`src/rtl/viterbi_hd_k3.sv`:
```
// Hard-decision Viterbi decoder, rate 1/2, K=3 (g0=111, g1=101).
// Four-state ACS with register-exchange survivors, serial decoded output,
// and a flush mode that drains the survivor tail at the end of a frame.
//
// state    | meaning
// ---------+------------------------------------------------------------
// ST_RUN   | accept symbols, emit decided bits once the window is full
// ST_FLUSH | emit latched survivor bits oldest first, ignore inputs
module viterbi_hd_k3 #(
   parameter int TB_DEPTH = 16,
   parameter int PM_W     = 6
) (
   input  logic       clk,
   input  logic       rst_n,
   input  logic [1:0] sym_i,
   input  logic       sym_valid_i,
   input  logic       flush_i,
   output logic       data_serial_o,
   output logic       valid_serial_o,
   output logic       busy_o
);

   localparam int CNT_W = $clog2(TB_DEPTH + 1);
   localparam int IDX_W = $clog2(TB_DEPTH);
   localparam logic [0:0] ST_RUN   = 1'b0;
   localparam logic [0:0] ST_FLUSH = 1'b1;
   localparam logic [PM_W-1:0]  PM_INIT  = PM_W'(8);
   localparam logic [CNT_W-1:0] CNT_MAX  = CNT_W'(TB_DEPTH);
   localparam logic [CNT_W-1:0] CNT_LAST = CNT_W'(TB_DEPTH - 1);

   logic [0:0]          st;
   logic [PM_W-1:0]     pm [4];
   logic [TB_DEPTH-1:0] surv [4];
   logic [CNT_W-1:0]    cnt;
   logic [CNT_W-1:0]    rem;
   logic [TB_DEPTH-1:0] fl_surv;

   logic [PM_W-1:0]     pm_new [4];
   logic [TB_DEPTH-1:0] surv_new [4];
   logic [PM_W-1:0]     eff_pm [4];
   logic [TB_DEPTH-1:0] eff_surv [4];
   logic [1:0]          best;
   logic [PM_W-1:0]     best_pm;
   logic [CNT_W-1:0]    cnt_eff;
   logic [CNT_W-1:0]    rem_entry;
   logic                accept;
   logic                run_emit;
   logic [IDX_W-1:0]    fl_idx;

   // Hamming distance between the received symbol and the branch output
   function automatic logic [1:0] branch_metric(input logic [1:0] s, input logic u,
                                                input logic [1:0] sym);
      logic [1:0] diff;
      diff = {u ^ s[1] ^ s[0], u ^ s[0]} ^ sym;
      return {1'b0, diff[1]} + {1'b0, diff[0]};
   endfunction

   // Add-compare-select for all four states, with MSB-clear normalisation
   always_comb begin
      logic [1:0]      nsv, p0, p1;
      logic            u;
      logic [PM_W-1:0] cand0, cand1;
      logic            all_msb;
      all_msb = 1'b1;
      nsv = '0; p0 = '0; p1 = '0; u = 1'b0; cand0 = '0; cand1 = '0;
      for (int ns = 0; ns < 4; ns++) begin
         nsv   = 2'(ns);
         p0    = {nsv[0], 1'b0};
         p1    = {nsv[0], 1'b1};
         u     = nsv[1];
         cand0 = pm[p0] + PM_W'(branch_metric(p0, u, sym_i));
         cand1 = pm[p1] + PM_W'(branch_metric(p1, u, sym_i));
         // Ties go to the predecessor whose low state bit is 0
         if (cand1 < cand0) begin
            pm_new[ns]   = cand1;
            surv_new[ns] = {surv[p1][TB_DEPTH-2:0], u};
         end else begin
            pm_new[ns]   = cand0;
            surv_new[ns] = {surv[p0][TB_DEPTH-2:0], u};
         end
         all_msb = all_msb & pm_new[ns][PM_W-1];
      end
      if (all_msb) begin
         for (int ns = 0; ns < 4; ns++) pm_new[ns][PM_W-1] = 1'b0;
      end
   end

   // Best-state search over the metrics that will be current after this edge
   always_comb begin
      accept = sym_valid_i && (st == ST_RUN);
      for (int i = 0; i < 4; i++) begin
         eff_pm[i]   = accept ? pm_new[i]   : pm[i];
         eff_surv[i] = accept ? surv_new[i] : surv[i];
      end
      best    = 2'd0;
      best_pm = eff_pm[0];
      for (int i = 1; i < 4; i++) begin
         if (eff_pm[i] < best_pm) begin
            best    = 2'(i);
            best_pm = eff_pm[i];
         end
      end
      cnt_eff   = (accept && cnt != CNT_MAX) ? cnt + 1'b1 : cnt;
      rem_entry = (cnt_eff >= CNT_LAST) ? CNT_LAST : cnt_eff;
      run_emit  = accept && (cnt >= CNT_LAST);
      fl_idx    = IDX_W'(rem - 1'b1);
   end

   // Decoder state, survivors and registered serial outputs
   always_ff @(posedge clk or negedge rst_n) begin
      if (!rst_n) begin
         st             <= ST_RUN;
         cnt            <= '0;
         rem            <= '0;
         fl_surv        <= '0;
         data_serial_o  <= 1'b0;
         valid_serial_o <= 1'b0;
         busy_o         <= 1'b0;
         for (int i = 0; i < 4; i++) begin
            pm[i]   <= (i == 0) ? '0 : PM_INIT;
            surv[i] <= '0;
         end
      end else begin
         data_serial_o  <= 1'b0;
         valid_serial_o <= 1'b0;
         busy_o         <= 1'b0;
         case (st)
            ST_RUN: begin
               if (accept) begin
                  cnt <= cnt_eff;
                  for (int i = 0; i < 4; i++) begin
                     pm[i]   <= pm_new[i];
                     surv[i] <= surv_new[i];
                  end
                  if (run_emit) begin
                     valid_serial_o <= 1'b1;
                     data_serial_o  <= surv_new[best][TB_DEPTH-1];
                  end
               end
               if (flush_i) begin
                  if (rem_entry == '0) begin
                     cnt <= '0;
                     for (int i = 0; i < 4; i++) begin
                        pm[i]   <= (i == 0) ? '0 : PM_INIT;
                        surv[i] <= '0;
                     end
                  end else begin
                     st      <= ST_FLUSH;
                     rem     <= rem_entry;
                     fl_surv <= eff_surv[best];
                  end
               end
            end
            default: begin
               valid_serial_o <= 1'b1;
               busy_o         <= 1'b1;
               data_serial_o  <= fl_surv[fl_idx];
               rem            <= rem - 1'b1;
               if (rem == CNT_W'(1)) begin
                  st  <= ST_RUN;
                  cnt <= '0;
                  for (int i = 0; i < 4; i++) begin
                     pm[i]   <= (i == 0) ? '0 : PM_INIT;
                     surv[i] <= '0;
                  end
               end
            end
         endcase
      end
   end

endmodule

```
`config.mk`:
```
export PLATFORM = sky130hd
export DESIGN_NAME = viterbi_hd_k3
export DESIGN_NICKNAME = d
export VERILOG_FILES = /design/src/rtl/viterbi_hd_k3.sv
export SDC_FILE = /design/constraint.sdc
export NUM_CORES = 1
export LEC_CHECK = 0
export BUFFER_PORTS_ARGS = -buffer_cell sky130_fd_sc_hd__buf_2
export CAP_MARGIN = 20
export CELL_PAD_IN_SITES_DETAIL_PLACEMENT = 0
export CELL_PAD_IN_SITES_GLOBAL_PLACEMENT = 1
export CORE_MARGIN = 4
export CORE_UTILIZATION = 45
export DETAILED_ROUTE_END_ITERATION = 6
export PLACE_DENSITY_LB_ADDON = 0.1
export SLEW_MARGIN = 15
export SYNTH_ARGS = -nofsm -noshare
export SYNTH_HDL_FRONTEND = slang
export SYNTH_SLANG_ARGS = --single-unit
```
`constraint.sdc`:
```
create_clock -name clk -period 9.64 [get_ports clk]
set_input_delay 0 -clock clk [delete_from_list [all_inputs] [get_ports clk]]
set_output_delay 0 -clock clk [all_outputs]
set_load 0.05 [all_outputs]
```
==> impl_results.md <==
* Outcome: finished, violations left
* Failing checks: design-rule violations
* CP Capture Type: register
* CP dominant cell by count: ha_1
* Slew @ Worst Pin at 1.05 ns
* Max transition margin at 30.3%
* Diodes inserted at 0
* Post-DRT Antenna Nets at 0
* FP Rows at 51
* First-pass GRT wire length at 41800 um
* Hold Path Origin: flush_i
* Worst Skew at 0.0127 ns
* Post-synthesis sequential area ratio at 32.3%
* RR Startpoint: pm[18]
* Largest net degree at the start of global routing at between 100 and 150
* Setup CP Type: register to register
* Max Freq at 0.114 GHz
* Congestion Overflow GR at 0
* Wire per inst at 19.2 um
* Critical Path Max Stage Delay at 0.48 ns
* Hold crit path type: input port to register
* Synth cell types at 79
* Longest Clk Path Bufs at 2
* Synth warn at 0
* Clock slew seen by the registers of the worst setup and hold paths at 0.06 ns
* CTS tree: built
* Post-synth EDFFs at 0
* Primary FF master, synth: dfrtp_1
* R2R setup slack at a little under 0.9 ns
* Syn avg cell area at 8.60 um2
* Cell Area, Synth at 9150 um2
* Total CTS buffers at 17
* Cells after synthesis at between 1000 and 1500
* Initial DRT Pass Iterations at 7
* Final Slew Violations at 0
* Post-DP HPWL at 17300 um
* RD Place Congestion at 0.863
* Core footprint at between 15000 and 20000 um2
* Main combinational cell family by area after synthesis: compound AO/OA/AOI/OAI gates
* DRC viols at 3
* Reg2Reg Depth at 34
* Skew-Pair Late Insertion Delay at 0.42 ns
* Commonest cells after routing, fill and taps aside: nand2_1 (134), o21ai_0 (125), dfrtp_1 (115)
* Slowest cell on crit path: o41ai_4
* PortBufs at 8
* Vias per Instance at a little under 6
* Final Critical Period at between 8 and 9 ns
* Vias in the first global route at 7542
* Final nets at between 1000 and 1500
* Worst hold path depth at 4
* Max Fanout on Critical Path at 16
* Setup TNS at 0 ns
* # Max-Cap Violations at 0
* Chip height at 151 um
* Unrepaired setup endpoints after global routing: false
* Flops & latches, synth at approximately 120
* I/O pins at 9
* Worst EP required at roughly 10 ns
* DRT iter0 DRCs at roughly 420
* Initial Util at 46.4%
* Full die area at 22700 um2
* Commonest non-fill, non-tap cell in the layout: nand2_1
* Clock root cell: clkbuf_16
* Final Hold Viols at 0
* FF-to-FF End: fl_surv[8]
* Post-synthesis xor/xnor area fraction at 4.21%
* Layout cell share with drive strength beyond 1 at 10.0%
* Fillers at 1887
* WHS Endpoint: rem[4]
* Die width at 151 um
* Gr usage total at 23.3%
* Worst path bufs/invs at 2
* Initial antenna violation count at 0
* Area growth, synth to finish at 9.15%
* Synth async-reset ratio at 100%
* Mux cell area share after synthesis at 10.2%
* CP delay by family, top: compound AO/OA/AOI/OAI gates
* Syn Nets at approximately 1100
* Htree depth at 4
* WL final at 25200 um
* Synth Area in Simple Gates at about 14%
* CP Launch Type: register
* TritonCTS Sinks at between 100 and 150
* Final Setup Violations at 0
* Post-synthesis adder-cell area fraction at between 8 and 9%
* Critical path data arrival time at 9.13 ns
* Fin crit share at 91.0%
* Complex-gate fraction of the synthesized area at 25.6%
* Via Count at 7649
==> per-layer routing <==
layer	global-route usage [%]	share of wire (%)
met4	6.12	1.6
met5	0	0
met2	37.0	45
met3	3.37	2.8
met1	33.5	51
==> area by class of cell <==
cell class | instances | area [um2] | share of cell area (%)
multi-input combinational | 838 | 5780 | 57.8
sequential | 118 | 2960 | 29.6
clock buffer | 18 | 439 | 4.40
tap | 265 | 332 | 3.32
timing repair buffer | 29 | 219 | 2.19
clock inverter | 14 | 149 | 1.49
inverter | 31 | 116 | 1.16
==> sequential cells by signal (all words and copies together) (netlist names) <==
name,count
pm,24
valid_serial_o,1
cnt,5
fl_surv,16
data_serial_o,1
rem,5
busy_o,1
st,1
surv,64
==> tightest hold or removal path: cells and delay by family <==
family	cells	cell delay (ns)
compound gates	2	0.22
buf+inv	2	0.19
==> through the flow <==
stage / instances / cell area (um2) / hold slack (ns) / setup slack (ns) / util (%)
after CTS: 1312 / 9960 / 0.0208 / 0.461 / 50.5
after detailed placement: 1279 / 9360 / 0.0964 / 0.328 / 47.5
final: 1313 / 9990 / 0.0321 / 0.869 / 50.7
after global routing: 1313 / 9990 / 0.0876 / 0.0566 / 50.7
after floorplan: 1064 / 9150 / -0.296 / 1.39 / -
after global placement: 1279 / 9360 / 0.100 / 0.589 / 47.5
==> worst max path at each step <==
stage          cells past startpoint       endpoint      from  slack, ns
2_1_floorplan                     40  data_serial_o    pm[13]       1.39
3_3_place_gp                      41     fl_surv[2]  sym_i[0]       0.59
3_5_place_dp                      40     fl_surv[8]  sym_i[0]       0.33
4_1_cts                           36     fl_surv[8]    pm[18]       0.46
5_1_grt                           34     fl_surv[8]    pm[13]       0.06
6_report                          34     fl_surv[8]    pm[18]       0.87
==> cell usage after synthesis (all sizes together) (10+ instances only) <==
cell type / instances / share of area, %
nand2: 134 / 5.5
o21ai: 129 / 7.1
dfrtp: 115 / 31
a21oi: 84 / 4.7
mux2i: 79 / 8.6
nor2: 76 / 3.1
ha: 59 / 8.1
clkbuf: 45 / 1.8
buf: 32 / 2.0
inv: 31 / 1.3
nand3: 27 / 1.5
xnor2: 22 / 2.1
xor2: 22 / 2.1
a211oi: 21 / 1.8
a32oi: 15 / 1.4
o221a: 15 / 1.8
nor2b: 13 / 0.89
a21o: 11 / 0.90
a22o: 10 / 0.96
==> cell families (layout without fill, tap and decap cells) <==
| kind of cell | count (synthesis) | count (layout) |
|---|---|---|
| mux | 87 | 87 |
| flops | 118 | 118 |
| buf+inv | 108 | 92 |
| simple gates | 298 | 298 |
| compound gates | 350 | 350 |
| xor+xnor | 44 | 44 |
| fa+ha+maj | 59 | 59 |
==> timing repair <==
action,in CTS,in global routing
endpoints found under the setup margin,0,17
endpoints found under the hold margin,50,0
setup buffers,0,1
hold buffers,1,0
resized for setup,0,3
Power is not shown: default switching activity piles up to over one toggle a cycle in this logic, so the estimate is an artifact.
